**src/rtl/tpuv1_host_seq_if.sv**
```systemverilog
// rtl/tpuv1_host_seq_if.sv - control, operand/result streams and TPU MMIO bus of tpuv1_host_seq
interface tpuv1_host_seq_if #(
  parameter int ADDRW = 16,
  parameter int DATAW = 64
);
  logic             start;
  logic             cfg_load_c;
  logic             in_valid;
  logic             in_ready;
  logic [DATAW-1:0] in_data;
  logic             out_valid;
  logic             out_ready;
  logic [DATAW-1:0] out_data;
  logic             busy;
  logic             done;
  logic             tpu_r_w;
  logic [ADDRW-1:0] tpu_addr;
  logic [DATAW-1:0] tpu_wdata;
  logic [DATAW-1:0] tpu_rdata;

  modport master (
    input  start, cfg_load_c, in_valid, in_data, out_ready, tpu_rdata,
    output in_ready, out_valid, out_data, busy, done, tpu_r_w, tpu_addr, tpu_wdata
  );

  modport slave (
    output start, cfg_load_c, in_valid, in_data, out_ready, tpu_rdata,
    input  in_ready, out_valid, out_data, busy, done, tpu_r_w, tpu_addr, tpu_wdata
  );
endinterface

```
**src/rtl/tpuv1_host_seq.sv**
```systemverilog
// rtl/tpuv1_host_seq.sv - MMIO initiator: writes A/B/C into tpuv1, triggers MatMul, streams the C result back
module tpuv1_host_seq #(
  parameter int DIM      = 8,
  parameter int BITS_C   = 16,
  parameter int ADDRW    = 16,
  parameter int DATAW    = 64,
  parameter int MUL_WAIT = 3 * DIM
) (
  input  logic             clk,
  input  logic             rst_n,
  tpuv1_host_seq_if.master host
);

  localparam int CW   = DIM * DIM * BITS_C / DATAW;
  localparam int CNTW = 16;

  localparam logic [ADDRW-1:0] A_BASE  = ADDRW'('h0100);
  localparam logic [ADDRW-1:0] B_BASE  = ADDRW'('h0200);
  localparam logic [ADDRW-1:0] C_BASE  = ADDRW'('h0300);
  localparam logic [ADDRW-1:0] MM_ADDR = ADDRW'('h0400);

  typedef enum logic [3:0] {
    S_IDLE, S_WR_A, S_WR_B, S_WR_C, S_GO, S_WAIT, S_RD_ADDR, S_RD_OUT, S_DONE
  } state_t;

  state_t           state_q;
  logic             load_c_q;
  logic [CNTW-1:0]  idx_q;
  logic [CNTW-1:0]  wait_q;
  logic             in_ready_q;
  logic             out_valid_q;
  logic [DATAW-1:0] out_data_q;
  logic             busy_q;
  logic             done_q;
  logic             r_w_q;
  logic [ADDRW-1:0] addr_q;
  logic [DATAW-1:0] wdata_q;

  logic [ADDRW-1:0] wr_base;
  logic [CNTW-1:0]  wr_last;

  // Every window is word-addressed at 8-byte stride; C reads reuse the C write map.
  function automatic logic [ADDRW-1:0] word_addr(input logic [ADDRW-1:0] base,
                                                 input logic [CNTW-1:0]  idx);
    return base + ADDRW'({idx, 3'b000});
  endfunction

  always_comb begin
    wr_base = A_BASE;
    wr_last = CNTW'(DIM - 1);
    case (state_q)
      S_WR_B:  wr_base = B_BASE;
      S_WR_C: begin
        wr_base = C_BASE;
        wr_last = CNTW'(CW - 1);
      end
      default: ;
    endcase
  end

  always_ff @(posedge clk or negedge rst_n) begin
    if (!rst_n) begin
      state_q     <= S_IDLE;
      load_c_q    <= 1'b0;
      idx_q       <= '0;
      wait_q      <= '0;
      in_ready_q  <= 1'b0;
      out_valid_q <= 1'b0;
      out_data_q  <= '0;
      busy_q      <= 1'b0;
      done_q      <= 1'b0;
      r_w_q       <= 1'b0;
      addr_q      <= '0;
      wdata_q     <= '0;
    end else begin
      // Bus falls back to neutral unless a state below issues an access.
      r_w_q   <= 1'b0;
      addr_q  <= '0;
      wdata_q <= '0;
      done_q  <= 1'b0;
      case (state_q)
        S_IDLE: begin
          if (host.start) begin
            load_c_q   <= host.cfg_load_c;
            idx_q      <= '0;
            in_ready_q <= 1'b1;
            busy_q     <= 1'b1;
            state_q    <= S_WR_A;
          end
        end
        S_WR_A, S_WR_B, S_WR_C: begin
          if (host.in_valid && in_ready_q) begin
            r_w_q   <= 1'b1;
            addr_q  <= word_addr(wr_base, idx_q);
            wdata_q <= host.in_data;
            if (idx_q == wr_last) begin
              idx_q <= '0;
              if (state_q == S_WR_A) begin
                state_q <= S_WR_B;
              end else if (state_q == S_WR_B && load_c_q) begin
                state_q <= S_WR_C;
              end else begin
                in_ready_q <= 1'b0;
                state_q    <= S_GO;
              end
            end else begin
              idx_q <= idx_q + 1'b1;
            end
          end
        end
        S_GO: begin
          r_w_q   <= 1'b1;
          addr_q  <= MM_ADDR;
          wait_q  <= '0;
          state_q <= S_WAIT;
        end
        S_WAIT: begin
          // MUL_WAIT neutral cycles separate the trigger from the first read address.
          if (wait_q == CNTW'(MUL_WAIT)) begin
            idx_q   <= '0;
            addr_q  <= word_addr(C_BASE, '0);
            state_q <= S_RD_ADDR;
          end else begin
            wait_q <= wait_q + 1'b1;
          end
        end
        S_RD_ADDR: begin
          out_data_q  <= host.tpu_rdata;
          out_valid_q <= 1'b1;
          state_q     <= S_RD_OUT;
        end
        S_RD_OUT: begin
          if (host.out_ready) begin
            out_valid_q <= 1'b0;
            if (idx_q == CNTW'(CW - 1)) begin
              done_q  <= 1'b1;
              busy_q  <= 1'b0;
              state_q <= S_DONE;
            end else begin
              idx_q   <= idx_q + 1'b1;
              addr_q  <= word_addr(C_BASE, idx_q + 1'b1);
              state_q <= S_RD_ADDR;
            end
          end
        end
        S_DONE:  state_q <= S_IDLE;
        default: state_q <= S_IDLE;
      endcase
    end
  end

  assign host.in_ready  = in_ready_q;
  assign host.out_valid = out_valid_q;
  assign host.out_data  = out_data_q;
  assign host.busy      = busy_q;
  assign host.done      = done_q;
  assign host.tpu_r_w   = r_w_q;
  assign host.tpu_addr  = addr_q;
  assign host.tpu_wdata = wdata_q;

endmodule

```
**src/flat_wrapper.sv**
```systemverilog
// flat-port wrapper written by rule: the top's interface ports become plain ports
module tpuv1_host_seq_flat 
#(
  parameter int DIM      = 8,
  parameter int BITS_C   = 16,
  parameter int ADDRW    = 16,
  parameter int DATAW    = 64,
  parameter int MUL_WAIT = 3 * DIM
)
  (clk, rst_n, host_start, host_cfg_load_c, host_in_valid, host_in_data, host_out_ready, host_tpu_rdata, host_in_ready, host_out_valid, host_out_data, host_busy, host_done, host_tpu_r_w, host_tpu_addr, host_tpu_wdata);
  tpuv1_host_seq_if #(.ADDRW(ADDRW), .DATAW(DATAW)) host_i ();
  input  logic clk;
  input  logic rst_n;
  input wire logic [$bits(host_i.start)-1:0] host_start;
  input wire logic [$bits(host_i.cfg_load_c)-1:0] host_cfg_load_c;
  input wire logic [$bits(host_i.in_valid)-1:0] host_in_valid;
  input wire logic [$bits(host_i.in_data)-1:0] host_in_data;
  input wire logic [$bits(host_i.out_ready)-1:0] host_out_ready;
  input wire logic [$bits(host_i.tpu_rdata)-1:0] host_tpu_rdata;
  output wire logic [$bits(host_i.in_ready)-1:0] host_in_ready;
  output wire logic [$bits(host_i.out_valid)-1:0] host_out_valid;
  output wire logic [$bits(host_i.out_data)-1:0] host_out_data;
  output wire logic [$bits(host_i.busy)-1:0] host_busy;
  output wire logic [$bits(host_i.done)-1:0] host_done;
  output wire logic [$bits(host_i.tpu_r_w)-1:0] host_tpu_r_w;
  output wire logic [$bits(host_i.tpu_addr)-1:0] host_tpu_addr;
  output wire logic [$bits(host_i.tpu_wdata)-1:0] host_tpu_wdata;
  assign host_i.start = host_start;
  assign host_i.cfg_load_c = host_cfg_load_c;
  assign host_i.in_valid = host_in_valid;
  assign host_i.in_data = host_in_data;
  assign host_i.out_ready = host_out_ready;
  assign host_i.tpu_rdata = host_tpu_rdata;
  assign host_in_ready = host_i.in_ready;
  assign host_out_valid = host_i.out_valid;
  assign host_out_data = host_i.out_data;
  assign host_busy = host_i.busy;
  assign host_done = host_i.done;
  assign host_tpu_r_w = host_i.tpu_r_w;
  assign host_tpu_addr = host_i.tpu_addr;
  assign host_tpu_wdata = host_i.tpu_wdata;
  tpuv1_host_seq #(.DIM(DIM), .BITS_C(BITS_C), .ADDRW(ADDRW), .DATAW(DATAW), .MUL_WAIT(MUL_WAIT)) u_core (.clk(clk), .rst_n(rst_n), .host(host_i));
endmodule
```
**config.mk**
```make
export PLATFORM = sky130hd
export DESIGN_NAME = tpuv1_host_seq_flat
export DESIGN_NICKNAME = d
export VERILOG_FILES = /design/src/rtl/tpuv1_host_seq_if.sv /design/src/rtl/tpuv1_host_seq.sv /design/src/flat_wrapper.sv
export SDC_FILE = /design/constraint.sdc
export NUM_CORES = 1
export LEC_CHECK = 0
export BUFFER_PORTS_ARGS = -buffer_cell sky130_fd_sc_hd__buf_2
export CAP_MARGIN = 30
export CORE_MARGIN = 3
export CORE_UTILIZATION = 50
export CTS_CLUSTER_DIAMETER = 30
export DETAILED_ROUTE_END_ITERATION = 8
export HOLD_SLACK_MARGIN = 0.02
export PLACE_DENSITY = 0.88
export SYNTH_ARGS = -nofsm -noshare
export SYNTH_HDL_FRONTEND = slang
export SYNTH_SLANG_ARGS = --single-unit
```
**constraint.sdc**
```tcl
create_clock -name clk -period 3.4 [get_ports clk]
set_clock_uncertainty 0.05 [all_clocks]
set_input_delay 0.51 -clock clk [delete_from_list [all_inputs] [get_ports clk]]
set_output_delay 0.51 -clock clk [all_outputs]
set_load 0.02 [all_outputs]
```
Word level (Yosys, flattened, before mapping). Index checks and enable logic that the tools add are counted.

Register bits after elaboration: 186. Latch bits: 0. RAM bits: 0. ROM bits: 0. Bits of input ports: 134. Logic and storage cells: 95. Memories kept: 0.

Add/subtract/negate cells: 4. Multiply operators: 0. Div/mod/pow operators: 0. Magnitude comparators: 0. Equal/unequal tests: 20. Shift operators: 0. Mux-type cells: 43. Bitwise operators: 0. Reductions and logical operators: 16.

Operators with widths (number): $mux 16 (10); $mux 64 (2); $pmux 16 s4 (2); $add 16x1->16 const B (2); $mux 4 (8); $pmux 16 s2 (1); $pmux 4 s6 (1); $pmux 10 s2 (1); $add 10x16->16 (1); $add 10x16->16 const A (1); $eq 16x4->1 (1); $eq 16x4->1 const B (1); $eq 16x5->1 const B (1); $eq 4x3->1 const B (4); $mux 1 (12); $ne 2x2->1 const B (6); $reduce_and 6->1 (2); $mux 10 (1); $eq 4x2->1 const B (2); $ne 2x1->1 const B (4); $pmux 1 s2 (4); $reduce_bool 2->1 (4); $reduce_and 2->1 (3); $reduce_and 5->1 (1); 7 further kinds (8).

Logic depth before layout (Yosys ltp). Gate-level depths: netlist of run 1.

Depth after elaboration: 7. Mapped depth: 11. Depth with buffers taken out: 10.

Least setup slack after synthesis of run 1. OpenSTA, ideal clock, no wires.

Kind: register to register. Start: register u_core.idx_q[0]. End: register u_core.addr_q[12], in the netlist u_core.host.tpu_addr[12]. Arrival time: 2.345 ns. Path slack: 0.875 ns. Cell stages (with the launch flop): 10. Path buffers: 1. Period minus slack after synthesis: 2.525 ns. Cells stage by stage: dfrtp_1 ha_1 clkbuf_1 nand3_1 xnor2_1 ha_1 or4_1 o311a_1 a221oi_1 a21oi_1.

Longest elaborated chain between the ends: 5. Elaborated cells on any way between the ends: 8. Classes of those cells: add/sub: 3; eq/ne: 1; mux: 4.

RTL lines: start: declaration (line tpuv1_host_seq.sv:28) `logic [CNTW-1:0] idx_q;`; start signal: assignment (line tpuv1_host_seq.sv:107) `idx_q <= idx_q + 1'b1;`; start signal: assignment (line tpuv1_host_seq.sv:140) `idx_q <= idx_q + 1'b1;`; $add 16x1->16; $add 10x16->16 (line tpuv1_host_seq.sv:45) `return base + ADDRW'({idx, 3'b000});`; $mux 16 (line tpuv1_host_seq.sv:135) `if (idx_q == CNTW'(CW - 1)) begin`; $mux 16 (line tpuv1_host_seq.sv:133) `if (host.out_ready) begin`; $pmux 16 s4 (*) (line tpuv1_host_seq.sv:81) `case (state_q)`; end signal: assignment (line tpuv1_host_seq.sv:94) `addr_q <= word_addr(wr_base, idx_q);`; end signal: assignment (line tpuv1_host_seq.sv:121) `addr_q <= word_addr(C_BASE, '0);`; end signal: assignment (line tpuv1_host_seq.sv:141) `addr_q <= word_addr(C_BASE, idx_q + 1'b1);`; end: declaration (line tpuv1_host_seq.sv:36) `logic [ADDRW-1:0] addr_q;`.

Mark *: on every way between the ends. The rest lies on a longest branch, timed or not. A chain may end at the register's enable or synchronous reset.

Worst setup path in the final report of run 1.
Start: register u_core.idx_q[3]. End: register u_core.addr_q[12], in the netlist u_core.host.tpu_addr[12].

The elaborated chain is that of the path after synthesis.

==> flow_summary.ini, run 1 <==
[setup_path]
worst-r2r-cell-count = 8
worst_ep_arrival_time_ns = 3.04
required_ns = 3.64
cp-end-kind = flip-flop
crit_path_max_fo = 9
setup.worst_path.class = reg -> reg
cp-start-kind = flip-flop
reg2reg_slack_ns = 0.60

[cts]
clock_latency_ns = 0.42
cts_buffers = 17
hold_buffer_count_at_cts = 1
clock_pin_slew_worst_setup_and_hold_paths_ns = 0.07
cts_tree = done
post-cts-setup-buffers = 0
post_cts_resize_count = 0
clock_tree.buffer_depth = 2
cts_max_level = 4
cts_root_buffer = sky130_fd_sc_hd__clkbuf_16
cts.sinks = 183

[place]
port-buffer-count = 279
final_weighted_congestion_in_routability_driven_placement = 0.950
dpl_cell_area_sq_um = 9280
dpl.cell_count = 1077
dpl.hpwl_microns = 14800

[yosys]
synth_cell_types = 65
postSynthRegisterBits = 183
seq_total_area_yosys_pct = 59.5
netlist.top_cell.by_area = sky130_fd_sc_hd__dfrtp_1
synth_top_area_share_pct = 59.5
synthesis.area_per_instance_sq_um = 12.0
yosys_warnings = 0
synth_area_sq_um = 7700
postSynth.asyncResetShare_pct = 100
synth-edff-count = 0
synth_area_leaders = sky130_fd_sc_hd__dfrtp_1 (59%), sky130_fd_sc_hd__mux2_2 (9.5%), sky130_fd_sc_hd__and2_1 (5.4%)
most_frequently_used_flop_master_after_synthesis = sky130_fd_sc_hd__dfrtp_1
synthCells = 640

[global_route]
vias_in_the_first_global_route = 5865
global_route_wire_length_before_repair_microns = 30000
globalRouteOverflowTotal = 0
grt_max_degree = 88
initial_antenna_violation_count = 1
grt_usage_pct = 22.8

[sta]
timing.final.max_slew_violations = 0
finalHoldViolations = 0
worst_slew_margin_rel_pct = 61.2
clock.fmax_mhz = 357
final.min_clock_period_ns = 2.80
post-route-period-util_pct = 82.4
unrepaired_setup_endpoints_after_global_routing = false
final_setup_violation_count = 0
max_slew.worst_pin.slew_ns = 0.581
fin_setup_tns_ns = 0

[die]
core_area_sq_um = 14800
start_util_pct = 52.0
floorplan.die.height_microns = 130
rows = 44
fp.dieW_microns = 130
num_io_pins = 283
die_area_sq_um = 16900

[route]
post-route-drc-count = 0
vias = 5981
totalWireLength_microns = 19900
drt_first_pass_iters = 5
routed_wire_length_per_instance_microns = 17.9
routed_via_density = 5.39
drtAntennaViolNets = 0
drt_iter0_drc = 360

[power_and_ir_drop]
vdd.ir_drop.worst_uv = 388
power_mw = 7.28
p_leak_nw = 4.97
p_per_area_nw_per_um2 = 737

[worst_hold_path]
timing.hold.worst.class = in -> reg
holdPathStages = 2

[layout]
drive_gt1_share_pct = 43.1
fillerInstances = 1071
post-route-cell-area_sq_um = 9870
layoutNonFillerInstCount = 1110
utilization_pct = 66.7
finish.net_count = 1054
area.growth.synth_to_final_pct = 28.2
diodes = 0

[job]
drv.max_cap_violation_count = 0

[status]
run_status = finished clean
==> metrics by stage <==
stage | worst slack (ns) | hold WS (ns)
after detailed placement | 0.664 | 0.423
final | 0.598 | 0.238
after global routing | 0.421 | 0.217
after global placement | 0.735 | 0.412
after floorplan | 0.875 | 0.164
after CTS | 0.632 | 0.216
==> critical path, stage by stage, from the launching register on <==
cell,delay [ns]
sky130_fd_sc_hd__dfrtp_1,0.49
sky130_fd_sc_hd__nand3_1,0.31
sky130_fd_sc_hd__nor2_1,0.39
sky130_fd_sc_hd__xnor2_1,0.16
sky130_fd_sc_hd__ha_1,0.26
sky130_fd_sc_hd__or4_1,0.51
sky130_fd_sc_hd__o311a_1,0.15
sky130_fd_sc_hd__a221oi_1,0.28
sky130_fd_sc_hd__a21oi_1,0.07
==> sequential cells by signal (all words and copies together) (netlist names) <==
name                   cells
u_core.wait_q             16
u_core.host.tpu_addr      13
u_core.host.busy           1
u_core.load_c_q            1
u_core.host.done           1
u_core.host.out_data      64
u_core.host.tpu_wdata     64
u_core.idx_q              16
u_core.host.tpu_r_w        1
u_core.host.in_ready       1
u_core.state_q             4
u_core.host.out_valid      1
==> layer usage <==
metal	routed length, microns	share of wire [%]	track usage [%]
met1	8080	41	29.5
met2	9910	50	37.8
met3	1600	8.0	6.02
met4	313	1.6	7.33
met5	7	0.035	0
==> area by class of cell <==
class / instances / area, sq um / area share (%)
inverter: 13 / 48.8 / 0.494
timing repair buffer: 289 / 1510 / 15.2
clock inverter: 15 / 161 / 1.63
tap: 184 / 230 / 2.33
clock buffer: 17 / 425 / 4.31
multi-input combinational: 409 / 2920 / 29.6
sequential: 183 / 4580 / 46.4
==> synthesized netlist by cell type (11+ instances only) <==
library cell	number
sky130_fd_sc_hd__nor2_1	32
sky130_fd_sc_hd__xnor2_1	20
sky130_fd_sc_hd__o21ai_0	21
sky130_fd_sc_hd__a21oi_1	12
sky130_fd_sc_hd__dfrtp_1	183
sky130_fd_sc_hd__inv_1	13
sky130_fd_sc_hd__mux2_2	65
sky130_fd_sc_hd__clkbuf_1	22
sky130_fd_sc_hd__buf_2	12
sky130_fd_sc_hd__nor4_1	11
sky130_fd_sc_hd__nand2_1	36
sky130_fd_sc_hd__nand3_1	18
sky130_fd_sc_hd__and2_1	66
==> kinds of logic after synthesis <==
family                   Yosys count  synth area share (%)
XOR/XNOR                          28                  3.18
AO/OA/AOI/OAI                     88                  7.86
adder cells (fa/ha/maj)            8                  1.36
AND/OR/NAND/NOR                  217                  15.8
flip-flops                       183                  59.5
multiplexers                      65                  9.50
buffers and inverters             50                  2.78
other                              1                0.0487
==> power by group <==
group | internal, mW | switching, mW | total (mW) | leakage [nW]
sequential | 2.65 | 0.280 | 2.93 | 2.38
clock | 0.980 | 0.919 | 1.90 | 0.278
combinational | 1.03 | 1.42 | 2.46 | 2.32
total | 4.66 | 2.62 | 7.28 | 4.97
==> final timing paths <==
check | end | startpoint
setup / recovery | u_core.host.tpu_addr[12] | u_core.idx_q[3]
hold / removal | u_core.host.tpu_wdata[41] | host_in_data[41]
setup reg to reg | u_core.host.tpu_addr[12] | u_core.idx_q[3]
hold reg to reg | u_core.host.out_valid | u_core.host.out_valid
max in group asynchronous | u_core.host.out_data[34] | rst_n
min in group asynchronous | u_core.idx_q[1] | rst_n
==> placed cells by master (no fill, tap or decap), drive strengths merged, types with 5 or more instances in the layout <==
cell type | synthesis | final
inv | 13 | 19
xnor2 | 20 | 20
o31ai | 10 | 10
a21o | 5 | 5
nor2 | 32 | 32
dfrtp | 183 | 183
nor4 | 12 | 12
mux2 | 65 | 65
nand2 | 37 | 37
and3 | 9 | 9
nand3 | 18 | 18
buf | 15 | 288
o21ai | 26 | 26
nor3 | 12 | 12
nand4 | 6 | 6
clkbuf | 22 | 17
xor2 | 8 | 8
ha | 6 | 6
clkinv | 0 | 7
and2 | 66 | 66
a21oi | 12 | 12
(Power assumes the default switching activity.)
==> inputs of run 2 (changes only) <==
--- a/config.mk
+++ b/config.mk
@@ -8,11 +8,11 @@
 export BUFFER_PORTS_ARGS = -buffer_cell sky130_fd_sc_hd__buf_2
 export CAP_MARGIN = 30
 export CORE_MARGIN = 3
-export CORE_UTILIZATION = 50
+export CORE_UTILIZATION = 45
 export CTS_CLUSTER_DIAMETER = 30
 export DETAILED_ROUTE_END_ITERATION = 8
 export HOLD_SLACK_MARGIN = 0.02
-export PLACE_DENSITY = 0.88
+export PLACE_DENSITY = 0.84
 export SYNTH_ARGS = -nofsm -noshare
 export SYNTH_HDL_FRONTEND = slang
 export SYNTH_SLANG_ARGS = --single-unit
==> constraint.sdc (replaced) <==
create_clock -name clk -period 2.5 [get_ports clk]
set_clock_uncertainty 0.05 [all_clocks]
set_input_delay 0.375 -clock clk [delete_from_list [all_inputs] [get_ports clk]]
set_output_delay 0.375 -clock clk [all_outputs]
set_load 0.02 [all_outputs]
==> run 2 against run 1 <==
Design area grew 2.8%. Total power increased by 39%. Die area grew 11%. Largest cell class unchanged. Highest routed layer is now met4. Sequential share of layout area decreased by 1.2 points. Fmax increased by 20%. Non-clock buffer count grew 25. Routed wire length decreased by 0.23%. Critical path type unchanged.
==> flow_summary.ini, run 2 (same netlist as run 1, synthesis figures left out) <==
[sta]
fin_setup_tns_ns = 0
layout_setup_ws_ns = 0.155
finalHoldWorstSlack_ns = 0.0933
clock.fmax_mhz = 427
post-route-period-util_pct = 93.8
max_slew.worst_pin.slew_ns = 0.574
timing.final.max_slew_violations = 0
unrepaired_setup_endpoints_after_global_routing = false
final_setup_violation_count = 0
finalHoldViolations = 0
final.min_clock_period_ns = 2.34
worst_slew_margin_rel_pct = 61.4

[layout]
fillerInstances = 1313
drive_gt1_share_pct = 44.9
finish.net_count = 1079
area.growth.synth_to_final_pct = 31.8
final_common_cell = sky130_fd_sc_hd__buf_2
diodes = 0
post-route-cell-area_sq_um = 10100
final_cell_mix = sky130_fd_sc_hd__buf_2 (278), sky130_fd_sc_hd__dfrtp_1 (179), sky130_fd_sc_hd__and2_1 (66)
utilization_pct = 61.0
layoutNonFillerInstCount = 1170

[place]
dpl.hpwl_microns = 14700
placement.setup.worst_slack_ns = 0.106
dpl.cell_count = 1137
dpl_cell_area_sq_um = 9530
port-buffer-count = 279
final_weighted_congestion_in_routability_driven_placement = 0.900

[die]
rows = 47
die_area_sq_um = 18700
fp.dieW_microns = 137
floorplan.die.height_microns = 137
core_area_sq_um = 16600
num_io_pins = 283
start_util_pct = 46.3

[job]
drv.max_cap_violation_count = 0

[power_and_ir_drop]
power.switching_fraction_pct = 34.8
share_comb_of_total_power_pct = 34.1
p_per_area_nw_per_um2 = 994
power_mw = 10.1
vdd.ir_drop.worst_uv = 647
internal_power_mw = 6.58
p_leak_nw = 5.11
clkPwrFrac_pct = 26.6
sequential_fraction_of_design_power_pct = 39.3
netSwitchingPower_mw = 3.50

[global_route]
initial_antenna_violation_count = 0
grt_usage_pct = 20.7
global_route_wire_length_before_repair_microns = 30200
vias_in_the_first_global_route = 5816
globalRouteOverflowTotal = 0
grt_max_degree = 68

[worst_hold_path]
timing.hold.worst.class = in -> reg
holdPathStages = 2
worst_hold_startpoint = host_in_data[8]

[setup_path]
required_ns = 2.75
reg_to_reg_critical_path_startpoint = u_core.idx_q[0]
crit_path_max_fo = 8
setup.worst_path.class = reg -> reg
worst-r2r-cell-count = 8
worst_ep_arrival_time_ns = 2.60
cp-startpoint = u_core.idx_q[0]
cp-start-kind = flip-flop
cp-end-kind = flip-flop

[route]
routed_wire_length_per_instance_microns = 17.0
post-route-drc-count = 0
drtAntennaViolNets = 0
drt_iter0_drc = 401
routed_via_density = 5.14
drt_first_pass_iters = 5
vias = 6016
totalWireLength_microns = 19900

[cts]
clock_pin_slew_worst_setup_and_hold_paths_ns = 0.07
clock_tree.buffer_depth = 2
cts_buffers = 17
cts_root_buffer = sky130_fd_sc_hd__clkbuf_16
cts.sinks = 183
clock_latency_ns = 0.43
cts_max_level = 4
cts_tree = done

[status]
run_status = finished clean
## run 2: cell type report
type                            instances  area, sq um  area share (%)
Multi-Input combinational cell        409         2930            28.9
Inverter                               13         48.8           0.481
Clock inverter                         14          168            1.65
Sequential cell                       183         4580            45.2
Tap cell                              220          275            2.71
Clock buffer                           17          425            4.19
Timing Repair Buffer                  314         1720            16.9
## run 2: worst max-delay path: stages (launching register included)
cell	delay, ns
sky130_fd_sc_hd__dfrtp_2	0.43
sky130_fd_sc_hd__ha_1	0.21
sky130_fd_sc_hd__nand3_1	0.10
sky130_fd_sc_hd__xnor2_1	0.17
sky130_fd_sc_hd__ha_1	0.27
sky130_fd_sc_hd__or4_1	0.51
sky130_fd_sc_hd__o311a_1	0.15
sky130_fd_sc_hd__a221oi_1	0.27
sky130_fd_sc_hd__a21oi_1	0.08
## run 2: worst paths after layout
check	endpoint	slack (ns)
worst max-delay path	u_core.host.tpu_addr[12]	0.16
worst min-delay path	u_core.host.tpu_wdata[8]	0.09
worst max register to register	u_core.host.tpu_addr[12]	0.16
worst min register to register	u_core.host.out_valid	0.43
max in group asynchronous	u_core.state_q[3]	1.30
min in group asynchronous	u_core.host.busy	0.40
## run 2: power groups by stage
stage	Combinational, mW	Clock [mW]	Sequential (mW)
after CTS	3.45	2.74	3.96
after floorplan	1.54	0	4.69
final	3.44	2.68	3.97
after global placement	3.38	0	3.97
after detailed placement	3.43	0	4.02
after global routing	3.71	2.88	4.04
## run 2: repair_timing
| item | in CTS | in global routing |
|---|---|---|
| setup buffers | 0 | 1 |
| resized for setup | 0 | 5 |
| hold buffers | 1 | 0 |
| hold endpoints to repair | 44 | 0 |
| setup endpoints to repair | 0 | 5 |
## run 2: layer usage
metal	part of all wire, %	GRT usage, %
met5	0	0
met4	1.5	6.71
met3	8.1	5.26
met2	49	33.5
met1	42	27.4
